File: config.mk
export PLATFORM = sky130hd
export DESIGN_NAME = control_cruce
export DESIGN_NICKNAME = d
export VERILOG_FILES = /design/src/rtl/control_cruce.sv
export SDC_FILE = /design/constraint.sdc
export NUM_CORES = 1
export LEC_CHECK = 0
export ABC_AREA = 0
export CAP_MARGIN = 0
export CORE_AREA = 2 2 64 54
export CTS_BUF_LIST = sky130_fd_sc_hd__clkbuf_4
export DETAILED_ROUTE_END_ITERATION = 8
export DIE_AREA = 0 0 66 56
export MAX_ROUTING_LAYER = met4
export PLACE_DENSITY_LB_ADDON = 0.1
export SETUP_SLACK_MARGIN = 0.2
export SLEW_MARGIN = 5
export SYNTH_ARGS = -nofsm -noshare
export SYNTH_HDL_FRONTEND = slang
export SYNTH_SLANG_ARGS = --single-unit
export TNS_END_PERCENT = 1
File: constraint.sdc
create_clock -name clk -period 2.4 [get_ports clk]
set_input_delay 0.24 -clock clk [delete_from_list [all_inputs] [get_ports clk]]
set_output_delay 0.24 -clock clk [all_outputs]
set_load 0.05 [all_outputs]
File: src/rtl/control_cruce.sv
// Pedestrian crossing controller: vehicle green / amber / all-red, pedestrian walk,
// then clearance. A latched pedestrian request ends the minimum green.
module control_cruce #(
   parameter int unsigned T_VERDE_MIN = 8,
   parameter int unsigned T_AMARILLO  = 3,
   parameter int unsigned T_ROJO      = 2,
   parameter int unsigned T_PEATON    = 5
) (
   input  logic       clk,
   input  logic       rst,
   input  logic       paso,
   output logic       veh_roja,
   output logic       veh_amarilla,
   output logic       veh_verde,
   output logic       pea_roja,
   output logic       pea_verde,
   output logic       espera,
   output logic [2:0] estado
);

   // state     | meaning
   // VERDE     | vehicles go; waits for min green plus a pending request
   // AMARILLO  | vehicle amber
   // TODO_ROJO | all-red clearance before pedestrians walk
   // PEATON    | pedestrians walk; pending request is consumed on entry
   // DESPEJE   | all-red clearance after pedestrians
   typedef enum logic [2:0] {
      VERDE     = 3'd0,
      AMARILLO  = 3'd1,
      TODO_ROJO = 3'd2,
      PEATON    = 3'd3,
      DESPEJE   = 3'd4
   } state_t;

   localparam logic [15:0] VERDE_LAST    = 16'(T_VERDE_MIN - 1);
   localparam logic [15:0] AMARILLO_LAST = 16'(T_AMARILLO - 1);
   localparam logic [15:0] ROJO_LAST     = 16'(T_ROJO - 1);
   localparam logic [15:0] PEATON_LAST   = 16'(T_PEATON - 1);

   state_t      state_q, state_d;
   logic [15:0] cnt_q, cnt_d;
   logic        espera_q, espera_d;
   logic        entra_peaton;

   always_ff @(posedge clk or posedge rst) begin
      if (rst) begin
         state_q  <= VERDE;
         cnt_q    <= '0;
         espera_q <= 1'b0;
      end else begin
         state_q  <= state_d;
         cnt_q    <= cnt_d;
         espera_q <= espera_d;
      end
   end

   always_comb begin
      state_d = state_q;
      cnt_d   = cnt_q + 16'd1;
      case (state_q)
         VERDE: begin
            if (cnt_q == VERDE_LAST) begin
               cnt_d = cnt_q;
               if (espera_q) begin
                  state_d = AMARILLO;
                  cnt_d   = '0;
               end
            end
         end
         AMARILLO: begin
            if (cnt_q == AMARILLO_LAST) begin
               state_d = TODO_ROJO;
               cnt_d   = '0;
            end
         end
         TODO_ROJO: begin
            if (cnt_q == ROJO_LAST) begin
               state_d = PEATON;
               cnt_d   = '0;
            end
         end
         PEATON: begin
            if (cnt_q == PEATON_LAST) begin
               state_d = DESPEJE;
               cnt_d   = '0;
            end
         end
         DESPEJE: begin
            if (cnt_q == ROJO_LAST) begin
               state_d = VERDE;
               cnt_d   = '0;
            end
         end
         default: begin
            state_d = VERDE;
            cnt_d   = '0;
         end
      endcase
   end

   // A press on the very edge that starts the walk phase survives it.
   assign entra_peaton = (state_q == TODO_ROJO) && (state_d == PEATON);
   assign espera_d     = paso | (espera_q & ~entra_peaton);

   always_comb begin
      veh_roja     = 1'b0;
      veh_amarilla = 1'b0;
      veh_verde    = 1'b0;
      pea_roja     = 1'b0;
      pea_verde    = 1'b0;
      case (state_q)
         VERDE: begin
            veh_verde = 1'b1;
            pea_roja  = 1'b1;
         end
         AMARILLO: begin
            veh_amarilla = 1'b1;
            pea_roja     = 1'b1;
         end
         TODO_ROJO: begin
            veh_roja = 1'b1;
            pea_roja = 1'b1;
         end
         PEATON: begin
            veh_roja  = 1'b1;
            pea_verde = 1'b1;
         end
         DESPEJE: begin
            veh_roja = 1'b1;
            pea_roja = 1'b1;
         end
         default: begin
            veh_roja = 1'b1;
            pea_roja = 1'b1;
         end
      endcase
   end

   assign espera = espera_q;
   assign estado = state_q;

endmodule

# [Yosys cells after proc, flatten, opt, wreduce, memory -nomap -nowiden]
# Index checks and enable logic that the tools add are counted.
[totals] reg_bits=20 inputBits=3 output_inout_bits=9 elab_cells=39
[op_classes] addsub=1 eq_ne=10 muxes=18 bitwise_logic=3 n_reduce_logical=4
[op_table] op="$mux 16" n=5
[op_table] op="$pmux 16 s4" n=1
[op_table] op="$eq 16x3->1 const B" n=2
[op_table] op="$mux 3" n=6
[op_table] op="$add 16x1->16 const B" n=1
[op_table] op="$eq 16x1->1 const B" n=1
[op_table] op="$eq 16x2->1 const B" n=1
[op_table] op="$pmux 3 s5" n=1
[op_table] op="$eq 3x2->1 const B" n=3
[op_table] op="$mux 1" n=5
[op_table] op="$reduce_or 2->1" n=2
[op_table] op="$eq 3x1->1 const B" n=1
[op_table] op="$eq 3x3->1 const B" n=1
[op_table] op="$logic_not 3->1" n=1
[op_table] op="$ne 3x3->1 const B" n=1
[op_table] op="$and 1x1->1" n=1
[op_table] op="$logic_and 1x1->1" n=1
[op_table] op="$not 1->1" n=1
[op_table] op="$or 1x1->1" n=1

# [Logic depth before layout (Yosys ltp)]
[logic_depth] ltp_word=8 ltp_mapped=8 depth_no_buf=7

# [Worst setup path after synthesis]
# No wires, ideal clock.
[synth_path] path_kind="register to register" startpoint="register state_q[1] (netlist: estado[1])" endpoint="register cnt_q[7]" setup_ps=69 arrival_time_ps=2966 required_ps=2331 setup_slack_ps=-635 stages_incl_launch_ff=8 n_path_buf=2 synth_period_minus_slack_ps=3035 cell_sequence="dfrtp_1 > clkbuf_1 > nor3_1 > nand2_1 > or3_4 > o2111a_2 > buf_6 > nor2_2"
[synth_between] elab_chain_len=3 word_cells_on_any_way=8 classes_between="5 x eq/ne; 1 x mux; 2 x reduce/logical"
[synth_rtl] element="from (decl)" line="40" rtl="state_t state_q, state_d;"
[synth_rtl] element="from (signal assigned)" line="51" rtl="state_q <= state_d;"
[synth_rtl] element="$eq 3x2->1 / $eq 3x3->1 (equally long branches)" line="60" rtl="case (state_q)"
[synth_rtl] element="$reduce_or 2->1 (no source line)"
[synth_rtl] element="$pmux 16 s4" line="60"
[synth_rtl] element="to (signal assigned)" line="52" rtl="cnt_q <= cnt_d;"
[synth_rtl] element="to (decl)" line="41" rtl="logic [15:0] cnt_q, cnt_d;"
# Several ways; a longest one is shown, not always the timed one.
# A chain may end at the register's enable or synchronous reset.

# [Worst setup path after layout]
[layout_path] startpoint="register cnt_q[10]" endpoint="register cnt_q[8]"
[layout_between] elab_chain_len=3 word_cells_on_any_way=10 classes_between="5 x eq/ne; 5 x mux"
[layout_rtl] element="$eq 16x1->1, or another cell as far along" line="77, 89"
[layout_rtl] element="$mux 16 (on tied branches)"
[layout_rtl] element="$pmux 16 s4" line="60"
# Several ways; a longest one is shown, not always the timed one.

==> out/metrics.csv <==
metric;value;unit
setup slack at placement;-0.1503;ns
crit-path cells;or4_4, or4_4, or3_4, o2111a_2, buf_12, nor2_2;
die area;3696;um^2
Wirelength per Cell;13.28;um
Buffers on Ports;11;
Design Area, Final;1514;um^2
Initial Util;38.52;%
I/O pin total;12;
Post-Route WL;2537;um
Final Worst Setup Slack;-0.03018;ns
GRT Total Usage;16.31;%
Worst Skew;0.004381;ns
Critical Path Max Stage Delay;0.59;ns
ANT cells;0;
Max-slew headroom;49.39;%
maxcap violations;0;
RSZ-0062 raised after global routing;yes;
CP startpoint kind;register;
GRT busiest layer;met2;
Hold Vio Cnt, Final;0;
htree depth;1;
run status;finished, violations left;
Syn Inst Count;123;
First DRT Iteration DRCs;38;
Crit path arrival time;2.67;ns
fin crit period;2.430;ns
Die Ht;56;um
Synth Area per Inst;9.450;um^2
post-DR vias/cell;5.058;
nets;160;
Post-synth EDFFs;0;
Std-Cell Core Area;3018;um^2
CTS clk-pin slew, worst paths;0.11;ns
Area growth syn-to-layout;30.25;%
initial antenna violation count;0;
xor-xnor portion of the synthesized cell area;10.55;%
met3 usage;4.858;%
Worst Reg2Reg Path Length in Cells;6;
Worst Tran Pin Value;0.7583;ns
total grt overflow;0;
post-synthesis sequential area ratio;43.06;%
clk_lat worst skew;0.30;ns
drc violations;0;
clock tree root driver cell;clkbuf_4;
CP required;2.64;ns
Setup Viol. Count Final;10;
# rows;18;
maximum vdd drop;0.5702;mV
CP endpoint kind;register;
DP Wirelength;1898;um
DR pass1 iterations;4;
cts bufs inserted;3;
Final Cycle Share;101.3;%
width of the die;66;um
number of synthesized register bits;20;
Post-Syn Nets;130;
Async SR Flop Fraction;100.0;%
failing checks;setup timing;
Top cell by count, worst path;or4_4;
share of layout cells above drive strength 1;29.14;%
Pwr Density;1093;nW/um^2
routability cong.;0.8518;
via count;966;
Ys Warns;0;
met2 GRT Util;24.10;%
compound-cell area share of the yosys netlist;7.750;%
Hold Buf Count CTS;0;
DP Area;1444;um^2
antenna-violating nets left;0;
WS Path Type;reg2reg;
CTS tree;built;
Worst path slowest cell;or4_4;
Synth cell types;37;
largest net degree at the start of global routing;21;
first-pass GRT wire length;4505;um
Synth Area in Adders;4.306;%
mapped cell area;1162;um^2
Sink Count;20;
worst-path fanout max;7;
LEAKAGE;0.6987;nW
largest family of logic cells by synthesized area;simple AND/OR/NAND/NOR gates;
FF-to-FF End;cnt_q[8];
GRT met1 Usage;22.21;%
r2r setup slk;-0.03;ns
area share of and/or/nand/nor cells after synthesis;29.39;%
vias in the first global route;971;
FMAX;0.4115;GHz
CTS max path bufs;2;
worst hold path type;in2async;
Reg-to-Reg Start;cnt_q[10];
fin. max-slew vios;0;
multiplexer share of the synthesized area;0.9688;%
top_reg_cell synth;dfrtp_1;
state kept, by name, indices dropped and copies added, names as in the netlist:
| signal | cells |
|---|---|
| cnt_q | 16 |
| estado | 3 |
| espera | 1 |
worst max path at each step:
| stage | start | to | slack (ns) | cells past startpoint |
|---|---|---|---|---|
| final | cnt_q[10] | cnt_q[8] | -0.03 | 6 |
| after global routing | cnt_q[10] | cnt_q[11] | -0.11 | 6 |
| after CTS | cnt_q[10] | cnt_q[11] | -0.03 | 6 |
| after detailed placement | cnt_q[9] | cnt_q[11] | -0.15 | 6 |
| after global placement | cnt_q[9] | cnt_q[2] | -0.13 | 5 |
| after floorplan | cnt_q[9] | cnt_q[2] | 0.05 | 6 |
placed cells by master (no fill, tap or decap), types with 2 or more instances in the layout:
cell type and instances:
xor2_1 10, clkbuf_4 3, nand3_1 6, dfrtp_1 20
or2_2 2, ha_1 4, dlygate4sd2_1 2, nand4_1 3
inv_1 5, xnor2_1 4, o21ai_0 2, nor3_1 2
buf_4 18, clkdlybuf4s50_1 7, nand2_1 11, a31oi_1 2
dlymetal6s2s_1 2, nor2_1 8, nor2b_1 2, or4_4 2
nor2_2 10, and3_1 3
cell type report:
| type | count | area [um^2] |
|---|---|---|
| clock buffer | 3 | 22.52 |
| multi-input combinational | 93 | 654.4 |
| sequential | 20 | 500.5 |
| inverter | 5 | 18.77 |
| timing repair buffer | 30 | 267.8 |
| fill | 291 | 1504 |
| tap | 40 | 50.05 |
what timing repair did:
| item | CTS | global route |
|---|---|---|
| endpoints found under the setup margin | 19 | 18 |
| setup buffers | 2 | 1 |
| gates cloned | 0 | 0 |
| endpoints found under the hold margin | 0 | 0 |
| gates resized for setup | 8 | 2 |
| pin swaps | 4 | 3 |
cells in the mapped netlist, drive strengths merged, types with 2 or more instances:
cell type   n  area share [%]
a31oi       2             1.1
and3        4             2.3
buf         2             1.4
clkbuf      3            0.97
dfrtp      20              43
ha          4             4.3
inv         5             1.6
nand2      11             3.6
nand3       6             2.6
nand4       3             1.6
nor2       18             8.0
nor2b       2             1.1
nor3        3             1.3
nor3b       2             1.3
o21ai       4             1.7
or2         2             1.1
or3         2             1.5
or4         3             1.9
xnor2       4             3.0
xor2       10             7.5
power breakdown:
part | total (W) | switching (W) | internal, W
Clock | 0.000156 | 0.0000980 | 0.0000585
Sequential | 0.000470 | 0.0000818 | 0.000388
Combinational | 0.00103 | 0.000597 | 0.000431
logic make-up (layout without fill, tap and decap cells):
kind of cell | Yosys count | count (layout)
mux | 1 | 1
xor+xnor | 14 | 14
flops | 20 | 20
buf+inv | 10 | 38
simple gates | 61 | 61
compound gates | 13 | 13
fa+ha+maj | 4 | 4
metrics by stage:
stage | setup TNS (ns) | std cells | power, W | hold WS (ns) | utilization, %
after floorplan | 0 | 123 | 0.001132 | 0.2038 | -
after global placement | -0.7851 | 185 | 0.001479 | 0.5427 | 47.84
after detailed placement | -1.814 | 185 | 0.001490 | 0.5514 | 47.84
after CTS | -0.1911 | 190 | 0.001672 | 0.3938 | 49.75
after global routing | -0.9590 | 191 | 0.001766 | 0.4310 | 50.17
final | -0.2168 | 191 | 0.001655 | 0.3689 | 50.17
worst max-delay path, delay by kind of cell, from the launching register on:
family	cells	cell delay (ns)
buffers and inverters	1	0.16
DFF	1	0.40
AOI/OAI and AO/OA	1	0.24
and+or+nand+nor	4	1.56
per-layer routing:
metal	share of wire [%]	wire length, um
met1	49	1255
met3	2.7	69
met2	47	1190
met4	0.83	21
met5	0	0
(Power assumes the default switching activity.)
